--- config.mk ---
export PLATFORM = sky130hd
export DESIGN_NAME = gearbox_din_dout_param_flat
export DESIGN_NICKNAME = d
export VERILOG_FILES = /design/src/rtl/gearbox_din_dout_param_if.sv /design/src/rtl/gearbox_din_dout_param.sv /design/src/flat_wrapper.sv
export SDC_FILE = /design/constraint.sdc
export NUM_CORES = 1
export LEC_CHECK = 0
export ABC_AREA = 1
export BUFFER_PORTS_ARGS = -buffer_cell sky130_fd_sc_hd__buf_2
export CAP_MARGIN = 25
export CORE_ASPECT_RATIO = 0.75
export CORE_UTILIZATION = 40
export CTS_CLUSTER_DIAMETER = 120
export DETAILED_ROUTE_END_ITERATION = 16
export GPL_TIMING_DRIVEN = 0
export PLACE_DENSITY = 0.54
export SLEW_MARGIN = 20
export SYNTH_ARGS = -nofsm -noshare
export SYNTH_HDL_FRONTEND = slang
export SYNTH_SLANG_ARGS = --single-unit
--- constraint.sdc ---
create_clock -name clk -period 2.5 [get_ports clk]
set_input_delay 0 -clock clk [delete_from_list [all_inputs] [get_ports clk]]
set_output_delay 0 -clock clk [all_outputs]
set_load 0.01 [all_outputs]
--- src/rtl/gearbox_din_dout_param_if.sv ---
// rtl/gearbox_din_dout_param_if.sv - word stream bundle between RX word source and gearbox
interface gearbox_din_dout_param_if #(
    parameter int DIN_WIDTH  = 20,
    parameter int DOUT_WIDTH = 67,
    parameter int CNT_WIDTH  = 7
);
    logic [DIN_WIDTH-1:0]  din;
    logic                  din_valid;
    logic                  slip;
    logic [DOUT_WIDTH-1:0] dout;
    logic                  dout_valid;
    logic [CNT_WIDTH-1:0]  fill;

    modport master (
        output din,
        output din_valid,
        output slip,
        input  dout,
        input  dout_valid,
        input  fill
    );

    modport slave (
        input  din,
        input  din_valid,
        input  slip,
        output dout,
        output dout_valid,
        output fill
    );
endinterface

--- src/rtl/gearbox_din_dout_param.sv ---
// rtl/gearbox_din_dout_param.sv - narrow-to-wide gearbox, optional bit-slip under GEARBOX_SLIP_EN
module gearbox_din_dout_param #(
    parameter int DIN_WIDTH  = 20,
    parameter int DOUT_WIDTH = 67,
    parameter int CNT_WIDTH  = 7
) (
    input  logic                     clk,
    input  logic                     arst,
    gearbox_din_dout_param_if.slave  bus
);
    // Residue buffer is left-justified: bit BUF_W-1 is the oldest bit, unused low bits are zero.
    localparam int BUF_W = DIN_WIDTH + DOUT_WIDTH - 1;

    logic [BUF_W-1:0]      buf_q;
    logic [CNT_WIDTH-1:0]  count_q;
    logic [DOUT_WIDTH-1:0] dout_q;
    logic                  dout_valid_q;

    logic [BUF_W-1:0]      word_top;
    logic [BUF_W-1:0]      slot;
    logic [BUF_W-1:0]      merged;
    logic [CNT_WIDTH-1:0]  n;

`ifndef GEARBOX_SLIP_EN
    // Slip is ignored in this build; the name keeps the port visibly unused.
    logic slip_unused;
    assign slip_unused = bus.slip;
`endif

    // Place the incoming bits directly behind the residue and compute the new bit count.
    always_comb begin
        word_top = '0;
        n        = count_q + CNT_WIDTH'(DIN_WIDTH);
`ifdef GEARBOX_SLIP_EN
        if (bus.slip) begin
            // Earliest bit of the word is dropped, pushing block alignment one bit later.
            word_top[BUF_W-1 -: DIN_WIDTH-1] = bus.din[DIN_WIDTH-2:0];
            n = count_q + CNT_WIDTH'(DIN_WIDTH - 1);
        end else begin
            word_top[BUF_W-1 -: DIN_WIDTH] = bus.din;
        end
`else
        word_top[BUF_W-1 -: DIN_WIDTH] = bus.din;
`endif
        slot   = word_top >> count_q;
        merged = buf_q | slot;
    end

    // Consume a valid word and emit the oldest DOUT_WIDTH bits once a full block is present.
    always_ff @(posedge clk) begin
        if (arst) begin
            buf_q        <= '0;
            count_q      <= '0;
            dout_q       <= '0;
            dout_valid_q <= 1'b0;
        end else begin
            dout_valid_q <= 1'b0;
            if (bus.din_valid) begin
                if (n >= CNT_WIDTH'(DOUT_WIDTH)) begin
                    dout_q       <= merged[BUF_W-1 -: DOUT_WIDTH];
                    dout_valid_q <= 1'b1;
                    buf_q        <= merged << DOUT_WIDTH;
                    count_q      <= n - CNT_WIDTH'(DOUT_WIDTH);
                end else begin
                    buf_q   <= merged;
                    count_q <= n;
                end
            end
        end
    end

    assign bus.dout       = dout_q;
    assign bus.dout_valid = dout_valid_q;
    assign bus.fill       = count_q;
endmodule

--- src/flat_wrapper.sv ---
// flat-port wrapper written by rule: the top's interface ports become plain ports
module gearbox_din_dout_param_flat 
#(
    parameter int DIN_WIDTH  = 20,
    parameter int DOUT_WIDTH = 67,
    parameter int CNT_WIDTH  = 7
)
  (clk, arst, bus_din, bus_din_valid, bus_slip, bus_dout, bus_dout_valid, bus_fill);
  gearbox_din_dout_param_if #(.DIN_WIDTH(DIN_WIDTH), .DOUT_WIDTH(DOUT_WIDTH), .CNT_WIDTH(CNT_WIDTH)) bus_i ();
  input  logic clk;
  input  logic arst;
  input wire logic [$bits(bus_i.din)-1:0] bus_din;
  input wire logic [$bits(bus_i.din_valid)-1:0] bus_din_valid;
  input wire logic [$bits(bus_i.slip)-1:0] bus_slip;
  output wire logic [$bits(bus_i.dout)-1:0] bus_dout;
  output wire logic [$bits(bus_i.dout_valid)-1:0] bus_dout_valid;
  output wire logic [$bits(bus_i.fill)-1:0] bus_fill;
  assign bus_i.din = bus_din;
  assign bus_i.din_valid = bus_din_valid;
  assign bus_i.slip = bus_slip;
  assign bus_dout = bus_i.dout;
  assign bus_dout_valid = bus_i.dout_valid;
  assign bus_fill = bus_i.fill;
  gearbox_din_dout_param #(.DIN_WIDTH(DIN_WIDTH), .DOUT_WIDTH(DOUT_WIDTH), .CNT_WIDTH(CNT_WIDTH)) u_core (.clk(clk), .arst(arst), .bus(bus_i));
endmodule
==> results of run 1 <==
metrics by stage:
stage	setup TNS [ns]	instances	total power [W]	instance area (um^2)
finish	0	1754	0.007053	10040
global route	-0.009170	1754	0.007371	10040
CTS	0	1754	0.007046	9992
detailed placement	-0.2392	1721	0.004411	9368
global placement	-0.4840	1721	0.004408	9368
floorplan	0	1343	0.003817	8534
worst paths after layout:
check	startpoint	endpoint	slack [ns]	cells after the start
worst max-delay path	u_core.bus.fill[1]	u_core.bus.dout[28]	0.10	7
worst min-delay path	bus_din_valid	u_core.buf_q[50]	0.11	3
worst max register to register	u_core.bus.fill[1]	u_core.bus.dout[28]	0.10	7
worst min register to register	u_core.bus.dout[64]	u_core.bus.dout[64]	0.44	2
layout make-up:
cell class / instances / area, um^2
inverters: 140 / 525.5
clock buffers: 18 / 439.2
flip-flops and latches: 161 / 3227
fillers: 2182 / 10510
multi-input cells: 961 / 4441
repair buffers: 97 / 490.5
well taps: 282 / 352.8
clock inverters: 14 / 166.4
plain buffers: 81 / 396.6
flip-flops by register name, indices dropped and copies added, names as in the netlist:
name / cells
u_core.bus.dout: 67
u_core.buf_q: 86
u_core.bus.dout_valid: 1
u_core.bus.fill: 7
report_power, final:
part / internal [W] / switching, W
clock network: 0.00137 / 0.00127
logic: 0.000454 / 0.00121
registers: 0.00269 / 0.0000603
total: 0.00451 / 0.00254
worst max-delay path: stages, from the launching register on:
cell	delay (ns)
dfxtp_2	0.44
clkbuf_1	0.48
nand3_1	0.28
o211ai_1	0.35
nand2_1	0.14
nor3_1	0.38
nor2_1	0.12
o21ai_1	0.14
kinds of logic (layout without fill, tap and decap cells):
group,after synthesis,in the layout,synth area share
adders and majority gates,3,3,0.004399
buffers and inverters,221,350,0.1056
xor gates and xnor gates,4,4,0.006305
and+or+nand+nor,844,844,0.4274
AOI/OAI and AO/OA,109,109,0.07755
muxes,1,1,0.001173
DFF,161,161,0.3777
placed cells by master, fill, tap and decap left out, types with 6 or more instances in the layout:
cell type and n:
nand3_1 227, and3_1 10, o211ai_1 7, o21ai_0 24, buf_2 110, nor2_1 82, a21oi_1 30, dfxtp_1 158
buf_1 17, nand4_1 29, o21bai_1 9, inv_2 7, nand2_1 466, o21a_1 24, clkbuf_16 17, buf_4 6
nor3_1 11, inv_1 132, clkbuf_2 9, clkbuf_1 29, o21ai_1 8
per-layer routing:
layer / GRT usage / wire (um)
met5: 0 / 0
met4: 0.08479 / 618
met3: 0.07413 / 2966
met2: 0.4449 / 13320
met1: 0.4626 / 16160
timing repair:
action	CTS	global route
endpoints found under the setup margin	13	141
buffers inserted	0	0
hold buffers	1	0
hold endpoints to repair	1	0
gates resized for setup	5	25
pin swaps	0	0
==> key figures, run 1 <==
Setup path
  • Crit. End Element: register
  • CP Data Arrival Time: 2.77 ns
  • Worst EP required: 2.87 ns
  • Worst Path Class, Setup: reg -> reg
  • Crit path launch type: register
  • CP max FO: 10

Timing
  • Period utilization: 0.9586
  • Final Worst Setup Slack: 0.1036 ns
  • Pin slew with the least headroom to its limit: 0.9103 ns
  • Final min period: between 2 and 2.5 ns
  • Final hold violation count: 0
  • Layout Skew: 0.009392 ns
  • FMAX: between 0.4 and 0.5 GHz
  • Slew Limit Fails: 0
  • Final setup viols: 0
  • Worst slew margin: 0.3932
  • Hold WS: 0.1083 ns

Route
  • Vias per inst: 5.226
  • Wire per inst: 18.85 um
  • First-pass iteration count of the detailed router: 5
  • Initial DRC count: 898
  • Vias: around 9000
  • DRC viols: 0
  • Antenna-violating nets left: 0
  • Routed wire length: 33070 um

Synthesis
  • Synth top area share: 0.3777
  • Synthesis-stage register bit count: 161
  • Most common cell in the synthesized netlist: nand2_1
  • Synth cell count leaders: 466 x nand2_1, 227 x nand3_1, 161 x dfxtp_1
  • Syn_area_per_cell: approximately 6.4 um^2
  • Yosys warns: 0
  • Post-Synthesis Net Count: 1370
  • Async SR Flop Fraction: 0
  • EDFF count, synth: 0
  • Post-Syn Area: approximately 0.0085 mm^2
  • Cell taking the most area after synthesis: dfxtp_1
  • Area contributors post-synth: dfxtp_1 38%, nand2_1 20%, nand3_1 13%
  • Netlist cell types: 40
  • Post-synthesis sequential area ratio: 0.3777
  • Main synth FF type: dfxtp_1
  • Post-Synthesis Cells: 1343

Finish
  • Area added between synthesis and finish: 17.62%
  • # diodes: 0
  • Util after Layout: 0.4885
  • Layout cells sized above 1: 0.1277
  • Layout Nets: 1486

Place
  • Final GP Congestion: ~1
  • Pre-CTS WS: -0.07322 ns
  • Dpl hpwl: 26000 um
  • Port buffer count: 96

Global routing
  • First-pass GRT wire length: 50270 um
  • GRT Resource Usage Total: 0.3121
  • Largest net degree at the start of global routing: 19
  • Final global-route overflow total: 0
  • Antenna violations before repair: 0
  • Vias in the first global route: around 8300

CTS
  • CTS Buf Count: 17
  • Clock buffer depth: 2
  • H-Tree Depth: 4
  • CTS tree: done
  • Clock root buffer: clkbuf_16
  • Clock slew at reported path FFs: 0.07 ns
  • Worst-Skew Late Latency: 0.44 ns
  • Clock Sinks: 161

Floorplan
  • Die height: roughly 130 um
  • Num ports: 99
  • Die Area: 0.02193 mm^2
  • Die X: about 170 um
  • Starting Density: 0.4153
  • Core area: 0.02055 mm^2
  • Cell Rows: 45

Worst hold path
  • Min-delay worst type: in -> reg

Run
  • Max Cap Viol: 0

Outcome
  • Status: finished clean

Pwr
  • Leak pwr: 5.202 nW
  • Peak supply drop: 0.0003937 V
  • PD cells: 702.6 mW/mm^2
No activity file was read; power rests on OpenSTA's default activity.
==> run 2: changes to the inputs <==
- PLACE_DENSITY: 0.54 -> default
==> run 2 against run 1 <==
  * Register-to-register slack gained 0.05 ns
  * Count of clock-buffer cells in the layout shrank 1
  * Largest power group unchanged
  * Hold slack gained 0.0039 ns
  * Final area shrank 0.46%
  * Highest routed layer unchanged
  * Critical path type unchanged
==> key figures, run 2 (synthesis gave the netlist of run 1 again) <==
Floorplan
  • Cell Rows: 45 (unchanged)
  • Num ports: 99 (unchanged)
  • Die height: 128.5 um (unchanged)
  • Die Area: 0.02193 mm^2 (unchanged)
  • Die X: 170.7 um (unchanged)
  • Starting Density: 0.4153 (unchanged)
  • Core area: 0.02055 mm^2 (unchanged)

Place
  • Dpl hpwl: 25270 um (-2.8%)
  • Pre-CTS WS: -0.01227 ns (+0.06095 ns)
  • Port buffer count: 96 (unchanged)
  • Final GP Congestion: 1.016 (+0.13%)
  • Post-placement cell count: 1721 (unchanged)

Route
  • First-pass iteration count of the detailed router: 6 (+1)
  • Antenna-violating nets left: 0 (unchanged)
  • Initial DRC count: 1095 (+22%)
  • DRC viols: 0 (unchanged)
  • Vias per inst: 5.298 (+1.4%)
  • Vias: 9282 (+1.3%)
  • Wire per inst: 18.41 um (-2.3%)
  • Routed wire length: 32260 um (-2.4%)

Setup path
  • Crit path from: u_core.bus.fill[2]
  • Worst Path Class, Setup: reg -> reg
  • Worst EP required: 2.84 ns (-0.03 ns)
  • Crit. End Element: register
  • Crit path launch type: register
  • CP Data Arrival Time: 2.68 ns (-0.09 ns)
  • CP max FO: 10 (unchanged)
  • Worst r2r src: u_core.bus.fill[2]

CTS
  • H-Tree Depth: 4 (unchanged)
  • Clock buffer depth: 2 (unchanged)
  • Clock slew at reported path FFs: 0.07 ns (about the same)
  • CTS tree: done
  • Postcts setup bufs: 0 (unchanged)
  • Worst-Skew Late Latency: 0.44 ns (about the same)
  • Clock root buffer: clkbuf_16
  • Clock Sinks: 161 (unchanged)
  • CTS Buf Count: 17 (unchanged)

Global routing
  • First-pass GRT wire length: 48990 um (-2.6%)
  • GRT Resource Usage Total: 0.3020 (-0.01009)
  • Largest net degree at the start of global routing: 18 (-1)
  • Vias in the first global route: 8200 (-1.8%)
  • Antenna violations before repair: 0 (unchanged)
  • Final global-route overflow total: 0 (unchanged)

Timing
  • Slew Limit Fails: 0 (unchanged)
  • Layout Skew: 0.01129 ns (+0.001899 ns)
  • Final Worst Setup Slack: 0.1556 ns (+0.05206 ns)
  • Worst slew margin: 0.3911 (-0.002088)
  • FMAX: 0.4266 GHz (+2.2%)
  • Period utilization: 0.9378 (-0.02083)
  • Final hold violation count: 0 (unchanged)
  • Unrepaired setup endpoints after global routing: false
  • Hold WS: 0.1123 ns (+0.003949 ns)
  • Final min period: 2.344 ns (-0.05206 ns)
  • Final setup viols: 0 (unchanged)
  • Pin slew with the least headroom to its limit: 0.9134 ns (+0.003131 ns)

Run
  • Max Cap Viol: 0 (unchanged)

Finish
  • Largest register FFs: 86 (unchanged)
  • Fin cells: 1752 (-0.11%)
  • Commonest non-fill, non-tap cell in the layout: nand2_1
  • Layout Nets: 1485 (-0.067%)
  • Commonest cells after routing, fill and taps aside: 466 x nand2_1, 227 x nand3_1, 157 x dfxtp_1, 132 x inv_1, 110 x buf_2
  • Area added between synthesis and finish: 17.08%
  • Fill count: 2168 (-0.64%)
  • Layout cells sized above 1: 0.1272 (-0.0005065)
  • # diodes: 0 (unchanged)
  • Biggest register: u_core.buf_q
  • Util after Layout: 0.4862 (-0.002253)

Pwr
  • Leak pwr: 5.182 nW (-0.37%)
  • PD cells: 695.7 mW/mm^2 (-0.98%)
  • Peak supply drop: 0.0003939 V (about the same)

Worst hold path
  • Hold path start: bus_din_valid
  • Min-delay worst type: in -> reg

Outcome
  • Status: finished clean
==> run 2: critical path: stages, from the launching register on <==
cell      delay, ns
dfxtp_2        0.37
buf_2          0.21
inv_1          0.10
clkbuf_1       0.44
nand2_1        0.21
nand3_1        0.16
nand2_1        0.20
nand2_1        0.12
nor2_1         0.07
nor2_1         0.17
nand2_1        0.09
nand2_1        0.07
inv_1          0.03
==> run 2: power breakdown <==
group / total, W / leakage, nW / internal (W) / switching [W]
combinational: 0.00164 / 3.60 / 0.000452 / 0.00119
clock: 0.00256 / 0.272 / 0.00132 / 0.00123
sequential: 0.00275 / 1.31 / 0.00269 / 0.0000623
==> run 2: metal layers <==
metal  vias to the layer above  routed length [um]  global-route usage
met2                       394               12890              0.4259
met4                         0                 588             0.08320
met5                         -                   0                   0
met3                        43                2868             0.05937
met1                      4318               15910              0.4584
li1                       4527                   -                   -
==> run 2: worst paths after layout <==
path | endpoint | slack (ns) | cells past startpoint
hold / removal | u_core.buf_q[69] | 0.11 | 5
hold reg to reg | u_core.bus.dout[59] | 0.44 | 2
setup / recovery | u_core.bus.dout[22] | 0.16 | 12
setup reg to reg | u_core.bus.dout[22] | 0.16 | 12
==> run 2: repair_timing <==
action,4_1_cts,5_1_grt
endpoints found under the setup margin,6,150
hold endpoints to repair,1,0
hold buffers,1,0
gates resized for setup,2,27
==> run 2: stage by stage <==
| step | cell area [um^2] | total power, W | TNS, ns |
|---|---|---|---|
| 2_1_floorplan | 8534 | 0.003817 | 0 |
| 3_3_place_gp | 9368 | 0.004386 | -0.2480 |
| 3_5_place_dp | 9368 | 0.004390 | -0.01512 |
| 4_1_cts | 9952 | 0.006922 | 0 |
| 5_1_grt | 9992 | 0.007268 | 0 |
| 6_report | 9992 | 0.006952 | 0 |
==> run 2: final cells by class <==
cell class	count	area, um^2	share of cell area
sequential	161	3228	0.3231
buffer	80	390.4	0.03907
timing repair buffer	97	490.5	0.04909
tap	282	352.8	0.03531
clock inverter	14	146.4	0.01465
clock buffer	17	425.4	0.04257
multi-input combinational	961	4433	0.4437
inverter	140	525.5	0.05259
==> run 3: changes to the inputs <==
- CORE_UTILIZATION: 40 -> 59
- PLACE_DENSITY: default -> 0.8
- clock period: 2.5 -> 2.2 ns (I/O delays scaled with it)
==> run 3 against run 2 <==
  * Die area fell by 32%
  * Global-route usage rose by 14 points
  * Final area up 1.7%
  * The flow now finishes with violations (negative setup slack)
==> key figures, run 3 (synthesis gave the netlist of run 1 again) <==
Place
  • Dpl hpwl: 24200 um (-4.2%)
  • Post-placement cell count: 1634 (-5.1%)
  • Pre-CTS WS: -0.3561 ns (-0.3438 ns)
  • Final GP Congestion: 1.080 (+6.3%)
  • Port buffer count: 96 (unchanged)

Finish
  • Layout cells sized above 1: 0.1538 (+0.02664)
  • Largest register FFs: 86 (unchanged)
  • Fill count: 1064 (-51%)
  • Layout Nets: 1496 (+0.74%)
  • Fin cells: 1678 (-4.2%)
  • Area added between synthesis and finish: 19.06%
  • Biggest register: u_core.buf_q
  • Commonest non-fill, non-tap cell in the layout: nand2_1
  • Commonest cells after routing, fill and taps aside: 461 x nand2_1, 225 x nand3_1, 157 x dfxtp_1, 132 x inv_1, 108 x buf_2

Pwr
  • Leak pwr: 5.312 nW (+2.5%)
  • PD cells: 803.7 mW/mm^2 (+16%)
  • Comb pwr share: 0.246 (+0.010)
  • Switch share: 0.3666 (+0.009330)
  • Clock power share: 0.370 (+0.002)
  • Internal power component: 0.005172 W (+16%)
  • P_sw: 0.002994 W (+21%)
  • Seq pwr share: 0.385 (-0.011)
  • Peak supply drop: 0.0007523 V (+91%)

Setup path
  • R2r setup slk: -0.03 ns (-0.19 ns)
  • Crit path from: u_core.bus.fill[2]
  • Worst EP required: 2.54 ns (-0.30 ns)
  • CP Data Arrival Time: 2.57 ns (-0.11 ns)
  • CP max FO: 10 (unchanged)
  • Worst Path Class, Setup: reg -> reg
  • CP max stage cell: dfxtp_4
  • Worst r2r src: u_core.bus.fill[2]
  • Biggest cell delay along the critical path: 0.39 ns (-0.05 ns)
  • R2R depth: 12 (unchanged)
  • Crit. End Element: register
  • Crit path launch type: register
  • CP Cell Sequence: ha_1 -> inv_1 -> nand2_2 -> nand2_2 -> xor2_2 -> nand2_4 -> buf_4 -> nor2_4 -> buf_4 -> nand4_1 -> nand2_1 -> inv_1

Global routing
  • GRT Resource Usage Total: 0.4454 (+0.1435)
  • Final global-route overflow total: 0 (unchanged)
  • Largest net degree at the start of global routing: 20 (+2)
  • Antenna violations before repair: 0 (unchanged)
  • First-pass GRT wire length: 50000 um (+2.1%)
  • Vias in the first global route: 9239 (+13%)

Route
  • Vias per inst: 6.035 (+14%)
  • Routed wire length: 33220 um (+3.0%)
  • DRC viols: 0 (unchanged)
  • Antenna-violating nets left: 0 (unchanged)
  • Vias: 10130 (+9.1%)
  • Wire per inst: 19.80 um (+7.5%)
  • Initial DRC count: 1314 (+20%)
  • First-pass iteration count of the detailed router: 8 (+2)

CTS
  • Clock Sinks: 161 (unchanged)
  • H-Tree Depth: 4 (unchanged)
  • Clock root buffer: clkbuf_16
  • CTS tree: done
  • Clock slew at reported path FFs: 0.07 ns (about the same)
  • CTS Buf Count: 17 (unchanged)
  • Worst-Skew Late Latency: 0.44 ns (about the same)
  • Clock buffer depth: 2 (unchanged)

Timing
  • Layout Skew: 0.01288 ns (+0.001587 ns)
  • Slew Limit Fails: 0 (unchanged)
  • Unrepaired setup endpoints after global routing: true
  • Final setup viols: 4 (+4)
  • Pin slew with the least headroom to its limit: 0.8448 ns (-0.06861 ns)
  • Final Worst Setup Slack: -0.03328 ns (-0.1889 ns)
  • Period utilization: 1.015 (+0.07738)
  • FMAX: 0.4478 GHz (+5.0%)
  • Worst slew margin: 0.4368 (+0.04574)
  • Final hold violation count: 0 (unchanged)
  • Final min period: 2.233 ns (-0.1111 ns)

Worst hold path
  • Cells on Worst Hold Path: 5 (unchanged)
  • Min-delay worst type: in -> reg
  • Hold path start: bus_din_valid

Outcome
  • Status: finished, violations left
  • Failing checks: negative setup slack

Floorplan
  • Die X: 140.9 um (-17%)
  • Cell Rows: 37 (-18%)
  • Core area: 0.01393 mm^2 (-32%)
  • Die height: 106.2 um (-17%)
  • Starting Density: 0.6125 (+0.1972)
  • Num ports: 99 (unchanged)
  • Die Area: 0.01496 mm^2 (-32%)

Run
  • Max Cap Viol: 0 (unchanged)
[run 3: worst paths after layout]
kind | endpoint
hold / removal | u_core.buf_q[69]
hold reg to reg | u_core.bus.dout[61]
setup reg to reg | u_core.bus.dout[0]
setup / recovery | u_core.bus.dout[0]
[run 3: what timing repair did]
item,CTS,global route
buffers inserted,3,8
pin swaps,2,4
endpoints found under the setup margin,153,152
hold buffers,1,0
hold endpoints to repair,1,0
gates resized for setup,34,56
[run 3: power groups by stage]
stage	clock (W)	sequential [W]	combinational, W
floorplan	0	0.00321	0.00112
global placement	0	0.00319	0.00174
detailed placement	0	0.00319	0.00176
CTS	0.00299	0.00313	0.00183
global route	0.00313	0.00315	0.00212
finish	0.00302	0.00314	0.00201
[run 3: worst max-delay path: cells and delay by family, from the launching register on]
kind | cells | cell delay, ns
XOR/XNOR | 1 | 0.23
adder cells (fa/ha/maj) | 1 | 0.22
buffers and inverters | 4 | 0.55
flip-flops | 1 | 0.39
AND/OR/NAND/NOR | 6 | 0.74
[run 3: cell type report]
type                            instances  area, um^2  area share
Clock buffer                           17       425.4     0.04187
Antenna cell                            1       2.502   0.0002463
Sequential cell                       161        3233      0.3182
Inverter                              140       530.5     0.05221
Multi-Input combinational cell        961        4516      0.4444
Buffer                                 80       454.2     0.04470
Clock inverter                         15       182.7     0.01798
Tap cell                              195       244.0     0.02401
Timing Repair Buffer                  108       573.1     0.05640
[run 3: metrics by stage]
step                      utilization  instance area [um^2]  hold slack [ns]  power [W]  setup TNS, ns
after floorplan                     -                  8534          0.06907   0.004337              0
after global placement         0.6645                  9259           0.3756   0.004922         -18.44
after detailed placement       0.6645                  9259           0.3582   0.004956         -26.27
after CTS                      0.7174                  9997          0.09295   0.007951              0
after global routing           0.7290                 10160           0.1474   0.008399         -1.315
final                          0.7292                 10160           0.1376   0.008167       -0.08909
[run 3: routing by layer]
metal  share of wire  global-route usage  up-vias
li1                -                   -     4557
met1            0.40              0.5941     4635
met2            0.42              0.6475      791
met3            0.14              0.1500      144
met4           0.043              0.2057        0
met5               0                   0        -
